[src/rtl/if_stage_unit_pkg.sv]
// if_stage_unit_pkg: shared opcodes and fetch constants for the IF stage
package if_stage_unit_pkg;
  localparam logic [5:0] OPC_BEZ = 6'b101000;
  localparam logic [5:0] OPC_BNE = 6'b101001;
  localparam logic [5:0] OPC_JMP = 6'b101010;
  localparam logic [31:0] NOP_INST = 32'h0;
  localparam logic [31:0] INST_BYTES = 32'd4;
endpackage

[src/rtl/if_stage_unit_if_id_reg.sv]
// if_id_reg: IF/ID pipeline register with flush (priority) and freeze
module if_id_reg
  import if_stage_unit_pkg::*;
(
  input  logic        clk,
  input  logic        rst,
  input  logic        flush,
  input  logic        freeze,
  input  logic [31:0] next_pc,
  input  logic [31:0] next_inst,
  output logic [31:0] pc_out,
  output logic [31:0] inst_out,
  output logic        valid_out
);
  // flush inserts a bubble, freeze holds, otherwise capture the fetch
  always_ff @(posedge clk or posedge rst)
    if (rst) begin
      pc_out    <= '0;
      inst_out  <= NOP_INST;
      valid_out <= 1'b0;
    end else if (flush) begin
      pc_out    <= '0;
      inst_out  <= NOP_INST;
      valid_out <= 1'b0;
    end else if (!freeze) begin
      pc_out    <= next_pc;
      inst_out  <= next_inst;
      valid_out <= 1'b1;
    end
endmodule

[src/rtl/if_stage_unit.sv]
// if_stage_unit: PC, instruction fetch, IF/ID capture, error flags and counters
module if_stage_unit
  import if_stage_unit_pkg::*;
#(
  parameter logic [31:0] RESET_PC  = 32'h0,
  parameter int          MEM_BYTES = 1000,
  parameter int          CNT_WIDTH = 32
) (
  input  logic                 clk,
  input  logic                 rst,
  input  logic                 freeze,
  input  logic                 branch_taken,
  input  logic [31:0]          branch_address,
  output logic [31:0]          adrs,
  input  logic [31:0]          inst,
  output logic [31:0]          pc_out,
  output logic [31:0]          inst_out,
  output logic                 valid_out,
  output logic                 align_err,
  output logic                 range_err,
  output logic [CNT_WIDTH-1:0] cycle_cnt,
  output logic [CNT_WIDTH-1:0] fetch_cnt
);
  logic [31:0] pc;
  logic [31:0] pc_next4;
  logic [31:0] fetched;
  logic        in_range;
  logic        load;
  assign adrs     = pc;
  assign pc_next4 = pc + INST_BYTES;
  assign in_range = pc < 32'(MEM_BYTES);
  assign fetched  = in_range ? inst : NOP_INST;
  assign load     = !branch_taken && !freeze;
  // redirect beats freeze; sequential fetch wraps modulo 2^32
  always_ff @(posedge clk or posedge rst)
    if (rst) pc <= RESET_PC;
    else if (branch_taken) pc <= {branch_address[31:2], 2'b00};
    else if (!freeze) pc <= pc_next4;
  // sticky error flags and free-running performance counters
  always_ff @(posedge clk or posedge rst)
    if (rst) begin
      align_err <= 1'b0;
      range_err <= 1'b0;
      cycle_cnt <= '0;
      fetch_cnt <= '0;
    end else begin
      align_err <= align_err | (branch_taken && branch_address[1:0] != 2'b00);
      range_err <= range_err | !in_range;
      cycle_cnt <= cycle_cnt + CNT_WIDTH'(1);
      fetch_cnt <= load ? fetch_cnt + CNT_WIDTH'(1) : fetch_cnt;
    end
  if_id_reg u_if_id (
    .clk       (clk),
    .rst       (rst),
    .flush     (branch_taken),
    .freeze    (freeze),
    .next_pc   (pc_next4),
    .next_inst (fetched),
    .pc_out    (pc_out),
    .inst_out  (inst_out),
    .valid_out (valid_out)
  );
endmodule

[config.mk]
export PLATFORM = sky130hd
export DESIGN_NAME = if_stage_unit
export DESIGN_NICKNAME = d
export VERILOG_FILES = /design/src/rtl/if_stage_unit_pkg.sv /design/src/rtl/if_stage_unit_if_id_reg.sv /design/src/rtl/if_stage_unit.sv
export SDC_FILE = /design/constraint.sdc
export NUM_CORES = 1
export LEC_CHECK = 0
export ABC_CLOCK_PERIOD_IN_PS = 6000
export CAP_MARGIN = 25
export CORE_ASPECT_RATIO = 0.5
export CORE_MARGIN = 10
export CORE_UTILIZATION = 35
export CTS_CLUSTER_DIAMETER = 80
export CTS_CLUSTER_SIZE = 16
export DETAILED_ROUTE_END_ITERATION = 8
export GPL_ROUTABILITY_DRIVEN = 0
export HOLD_SLACK_MARGIN = 0.12
export PLACE_DENSITY_LB_ADDON = 0.2
export REMOVE_ABC_BUFFERS = 1
export SLEW_MARGIN = 10
export SYNTH_ARGS = -nofsm -noshare
export SYNTH_HDL_FRONTEND = slang
export SYNTH_SLANG_ARGS = --single-unit
export TNS_END_PERCENT = 5
[constraint.sdc]
create_clock -name clk -period 6 [get_ports clk]
set_input_delay 1.2 -clock clk [delete_from_list [all_inputs] [get_ports clk]]
set_output_delay 1.2 -clock clk [all_outputs]
set_load 0.01 [all_outputs]
==> flow_summary_export.csv, run 1 <==
group,metric,value,unit
clock_network,post_cts_buffers,0,
die,placementRows,38,
place,port_buffers,228,
clock_network,cts_made_buffers,17,
route,drtAntennaViolNets,0,
global_routing,grt.busiest_layer,"met2",
die,start_util,0.354,
clock_network,cts.hold.buffers_added,0,
global_routing,grtUsageMet2,0.278,
die,core-area,21500,um^2
global_routing,grt_max_degree,86,
sta,min_period_over_period,0.511,
route,drt_iter0_drc,549,
finish,final_nets,1053,
synth,synthTopCellsByArea,"dfrtp_1 (53%), xnor2_1 (9.9%), nand2_1 (5.5%)",
synth,yosys.area.top_type,"dfrtp_1",
synth,synth_top_area_frac,0.525,
synth,syn_area_per_cell,9.73,um^2
power_and_ir_drop,ir_worst_vdd,144,uV
sta,setup_viol,0,
sta,max_slew_margin,0.435,
critical_path,worstPathMaxFanout,40,
synth,netlist_instances,783,
critical_path,worst_setup_path_start_kind,"input pin",
finish,num_antenna_cells,0,
clock_network,insertion_delay,430,ps
sta,hold_violations,0,
place,hpwlAfterDp,16900,um
clock_network,cts.htree.levels,4,
critical_path,required,6310,ps
finish,fin_cells,1291,
critical_path,reg2reg_depth,6,
sta,fin_tns_setup,0,ps
synth,netlist_area,7620,um^2
clock_network,cts_resized,0,
sta,slew_viol_final,0,
critical_path,critPathKind,"in -> reg",
route,vias,6381,
route,vias_per_cell,4.94,
global_routing,antenna_found_initial,0,
sta,finalClockSkew,12.9,ps
global_routing,grt_first_pass_wirelength,37300,um
finish,layout-drive-gt1-share,0.0474,
synth,synthArstFlopShare,1.00,
route,post_drt_wl_per_cell,18.1,um
synth,synth.distinct_cells,45,
flow_run,drv_cap,0,
sta,tightest_slew,848,ps
finish,area_growth,39.4,%
die,io_pins,231,
die,die_h,124,um
route,dr.pass1.iters,5,
global_routing,use_met3,0.0330,
place,dp_cells,1263,
outcome,outcome,"completed",
global_routing,grt_use_met1,0.196,
finish,fin_area,10600,um^2
place,placed_cell_area,10100,um^2
clock_network,cts_sinks,160,
global_routing,grt_pass1_vias,6339,
route,drc,0,
synth,ys_warn_count,0,
power_and_ir_drop,leakage,4.14,nW
hold_path,hold_depth,1,
power_and_ir_drop,pwr_density_cell,244,nW/um^2
critical_path,crit_arrival,3380,ps
sta,fmax,326,MHz
synth,synth_edf_count,0,
critical_path,endpoint_kind,"flip-flop",
synth,synth_seq_cells,160,
sta,hold_ws,466,ps
clock_network,cts_tree,"done",
clock_network,cts-root-buf,"clkbuf_16",
route,wl,23400,um
synth,yosysSeqAreaShare,0.525,
clock_network,clkTransAtPathRegs,60,ps
global_routing,grt_overflow_total,0,
synth,synthFlopType,"dfrtp_1",
clock_network,cts_max_path_buffers,2,
die,die_area,28400,um^2
hold_path,hold_class,"reg -> reg",
sta,rsz0062_at_grt,"false",
die,dieWidth,229,um
global_routing,grt_usage,0.162,
sta,finalCriticalPeriod,3070,ps
==> flip-flops by register name (all words and copies together), names as in the netlist <==
name               cells
range_err              1
u_if_id.valid_out      1
adrs                  30
fetch_cnt             32
cycle_cnt             32
u_if_id.inst_out      32
u_if_id.pc_out        31
align_err              1
==> layout make-up <==
type	count	area, um^2
clock buffers	22	474
fillers	2019	10900
inverters	8	35.0
multi-input cells	561	3360
well taps	300	375
flip-flops and latches	160	4000
repair buffers	234	2320
clock inverters	6	61.3
==> worst max-delay path, stage by stage <==
cell     delay [ps]
buf_2           340
buf_4           330
nor2_2          300
nand3_1         210
nor4_1          620
nand4_1         200
xnor2_1         160
==> cells in the mapped netlist, types with 2 or more instances <==
library cell and count:
nand3_1 64, nor2b_1 3, mux2i_1 4, and2_1 3, clkbuf_2 2, nor4b_1 2
buf_2 15, clkbuf_1 29, buf_4 3, or3_1 2, nor2_1 49, nand4_1 29
and4_1 10, nor3b_1 2, xnor2_1 86, a21oi_1 42, or4_1 2, a211oi_1 19
and3_1 10, buf_1 6, a211o_1 2, or2_2 3, mux2_2 2, ha_1 3
nand2_1 111, nor4_1 27, nor3_1 14, inv_1 7, xor2_1 28, nand2b_1 3
dfrtp_1 160, o21ai_0 28
==> power breakdown <==
| part | switching, mW | internal [mW] | total, mW |
|---|---|---|---|
| Sequential | 0.0857 | 1.13 | 1.22 |
| Clock | 0.427 | 0.593 | 1.02 |
| Combinational | 0.166 | 0.192 | 0.359 |
==> routing by layer <==
| layer | share of wire | up-vias |
|---|---|---|
| met1 | 0.42 | 3140 |
| met5 | 0 | - |
| met4 | 0.023 | 0 |
| met3 | 0.041 | 28 |
| li1 | - | 3093 |
| met2 | 0.52 | 120 |
==> cell usage in the layout (no fill, tap or decap), types with 4 or more instances in the layout <==
| master | instances |
|---|---|
| xnor2_1 | 86 |
| o21ai_0 | 28 |
| clkdlybuf4s50_1 | 226 |
| a211oi_1 | 19 |
| inv_1 | 6 |
| and4_1 | 10 |
| nand4_1 | 29 |
| and3_1 | 10 |
| nor3_1 | 13 |
| nand3_1 | 64 |
| nor2_1 | 49 |
| xor2_1 | 28 |
| dfrtp_1 | 160 |
| nand2_1 | 111 |
| mux2i_1 | 4 |
| a21oi_1 | 42 |
| clkbuf_16 | 17 |
| nor4_1 | 27 |
| buf_4 | 7 |
==> cells by family after synthesis <==
family / count (synthesis) / share of synthesized area
fa+ha+maj: 3 / 0.00493
mux: 6 / 0.00821
compound gates: 94 / 0.0701
other cells: 1 / 0.000492
simple gates: 342 / 0.225
xor+xnor: 114 / 0.131
flops: 160 / 0.525
buf+inv: 63 / 0.0353
==> final timing paths <==
check                                       endpoint           from  slack (ps)
max in group asynchronous              fetch_cnt[17]            rst        3630
min in group asynchronous               cycle_cnt[3]            rst        1320
worst max register to register  u_if_id.inst_out[24]       adrs[11]        3470
worst min register to register         cycle_cnt[31]  cycle_cnt[31]         470
worst max-delay path                   fetch_cnt[26]         freeze        2930
worst min-delay path                   cycle_cnt[31]  cycle_cnt[31]         470
==> metrics by stage <==
step                worst slack, ps  utilization  power [mW]
global placement               2540        0.469        1.60
finish                         2930        0.493        2.60
floorplan                       480            -        1.36
detailed placement             2490        0.469        1.60
CTS                            2940        0.493        2.63
global route                   2720        0.493        2.71
Power figures use the tool's default switching activity.
==> run 2, diff against run 1 <==
ABC_CLOCK_PERIOD_IN_PS = 3100   (was 6000)
clock period = 3.1 ns   (was 6 ns; I/O delays follow)
==> run 2 against run 1 <==
  * Combinational power rose by 98%
  * Critical path depth fell by 1
  * Die area did not move
  * Final cell count rose by 0.31%
  * Core utilization rose by 0.45 points
  * Largest power group unchanged
==> flow_summary_export.csv, run 2 (synthesized netlist as in run 1, its figures left out) <==
group,metric,value,unit
power_and_ir_drop,ir_worst_vdd,268,uV
clock_network,cts_made_buffers,17,
finish,fin_area,10700,um^2
route,drtAntennaViolNets,0,
power_and_ir_drop,switching_power,1.31,mW
clock_network,cts_tree,"done",
clock_network,cts.hold.buffers_added,0,
global_routing,grt_first_pass_wirelength,38000,um
die,io_pins,231,
route,dr.pass1.iters,5,
critical_path,worst_setup_path_start_kind,"flip-flop",
clock_network,post_cts_buffers,0,
finish,final_nets,1055,
sta,finalCriticalPeriod,2430,ps
finish,num_antenna_cells,0,
critical_path,reg2reg_to,"u_if_id.pc_out[30]",
die,die_area,28400,um^2
critical_path,endpoint,"u_if_id.pc_out[30]",
place,placed_cell_area,10200,um^2
sta,min_period_over_period,0.785,
die,die_h,124,um
sta,setup_viol,0,
finish,ff_latch_area,4000,um^2
clock_network,cts_sinks,160,
clock_network,cts_resized,0,
sta,fin_tns_setup,0,ps
finish,top_regs,"cycle_cnt x32, fetch_cnt x32, u_if_id.inst_out x32",
route,vias_per_cell,4.97,
global_routing,grt_pass1_vias,6460,
finish,multi_input_area,3360,um^2
clock_network,cts.htree.levels,4,
sta,tightest_slew,804,ps
global_routing,grt_overflow_total,0,
route,vias,6430,
sta,fmax,411,MHz
hold_path,hold_class,"reg -> reg",
power_and_ir_drop,seqPwrFrac,0.460,
finish,fin_cells,1295,
route,post_drt_wl_per_cell,18.3,um
sta,hold_violations,0,
die,dieWidth,229,um
finish,layout-drive-gt1-share,0.0513,
global_routing,grt_usage,0.165,
route,drt_iter0_drc,519,
place,hpwlAfterDp,16800,um
power_and_ir_drop,leakage,4.19,nW
critical_path,required,3420,ps
sta,fin_ws,666,ps
die,start_util,0.354,
power_and_ir_drop,p_clk_frac,0.401,
route,drc,0,
critical_path,regToRegSetupSlack,670,ps
power_and_ir_drop,pwr_density_cell,476,nW/um^2
clock_network,insertion_delay,420,ps
power_and_ir_drop,p_total,5.11,mW
clock_network,clkTransAtPathRegs,60,ps
critical_path,endpoint_kind,"flip-flop",
sta,rsz0062_at_grt,"false",
global_routing,grt_max_degree,129,
die,placementRows,38,
outcome,outcome,"completed",
place,port_buffers,228,
finish,fin_util,0.498,
place,dp_cells,1265,
critical_path,reg2reg_depth,6,
critical_path,critPathKind,"reg -> reg",
clock_network,cts_max_path_buffers,2,
clock_network,cts-root-buf,"clkbuf_16",
critical_path,crit_arrival,2760,ps
finish,mostFrequentLayoutCells,"clkdlybuf4s50_1 (226), dfrtp_1 (160), nand2_1 (111)",
sta,slew_viol_final,0,
flow_run,drv_cap,0,
critical_path,startpoint,"adrs[2]",
power_and_ir_drop,p_sw_frac,0.257,
place,place_ws,595,ps
critical_path,worstPathMaxFanout,8,
power_and_ir_drop,p_comb_frac,0.139,
critical_path,r2r_start,"adrs[2]",
power_and_ir_drop,intPower,3.79,mW
finish,final_common_cell,"clkdlybuf4s50_1",
finish,n_fill_cell,2049,
route,wl,23700,um
sta,max_slew_margin,0.464,
die,core-area,21500,um^2
finish,area_growth,40.7,%
global_routing,antenna_found_initial,0,
sta,finalClockSkew,6.32,ps
sta,hold_ws,469,ps
## run 2: cell types whose count changed in the layout (fill, tap and decap cells not counted)
cell      previous run  this run
clkinv_4             1         0
clkbuf_8             3         6
buf_4                7         5
buf_12               0         4
## run 2: cell type report
type                            instances  area share
Multi-Input combinational cell        561       0.313
Clock buffer                           25      0.0481
Clock inverter                          5     0.00490
Tap cell                              300      0.0350
Sequential cell                       160       0.373
Timing Repair Buffer                  236       0.222
Inverter                                8     0.00327
## run 2: critical path, cell delays in order (launching register included)
cell      delay [ps]
dfrtp_1          460
ha_1             270
and4_1           490
nand2_1          170
or3_4            380
or3_1            310
a311oi_1         260
## run 2: power by group through the flow
stage	clock network [mW]	registers [mW]	logic [mW]
after CTS	2.11	2.35	0.729
final	2.05	2.35	0.712
after detailed placement	0	2.39	0.725
after global routing	2.19	2.37	0.782
after global placement	0	2.38	0.721
after floorplan	0	2.40	0.240
## run 2: worst min path at each step
stage                        from            end  slack, ps  cells past startpoint
global placement        align_err      align_err        450                      1
CTS                 cycle_cnt[31]  cycle_cnt[31]        470                      1
floorplan               align_err      align_err        500                      1
detailed placement      align_err      align_err        460                      1
finish              cycle_cnt[31]  cycle_cnt[31]        470                      1
global route            align_err      align_err        480                      1
## run 2: layer usage
layer / routed length [um] / vias to the layer above / GRT usage
met5: 0 / - / 0
met4: 332 / 0 / 0.0479
met1: 10300 / 3188 / 0.199
li1: - / 3100 / -
met2: 12100 / 121 / 0.288
met3: 993 / 21 / 0.0384
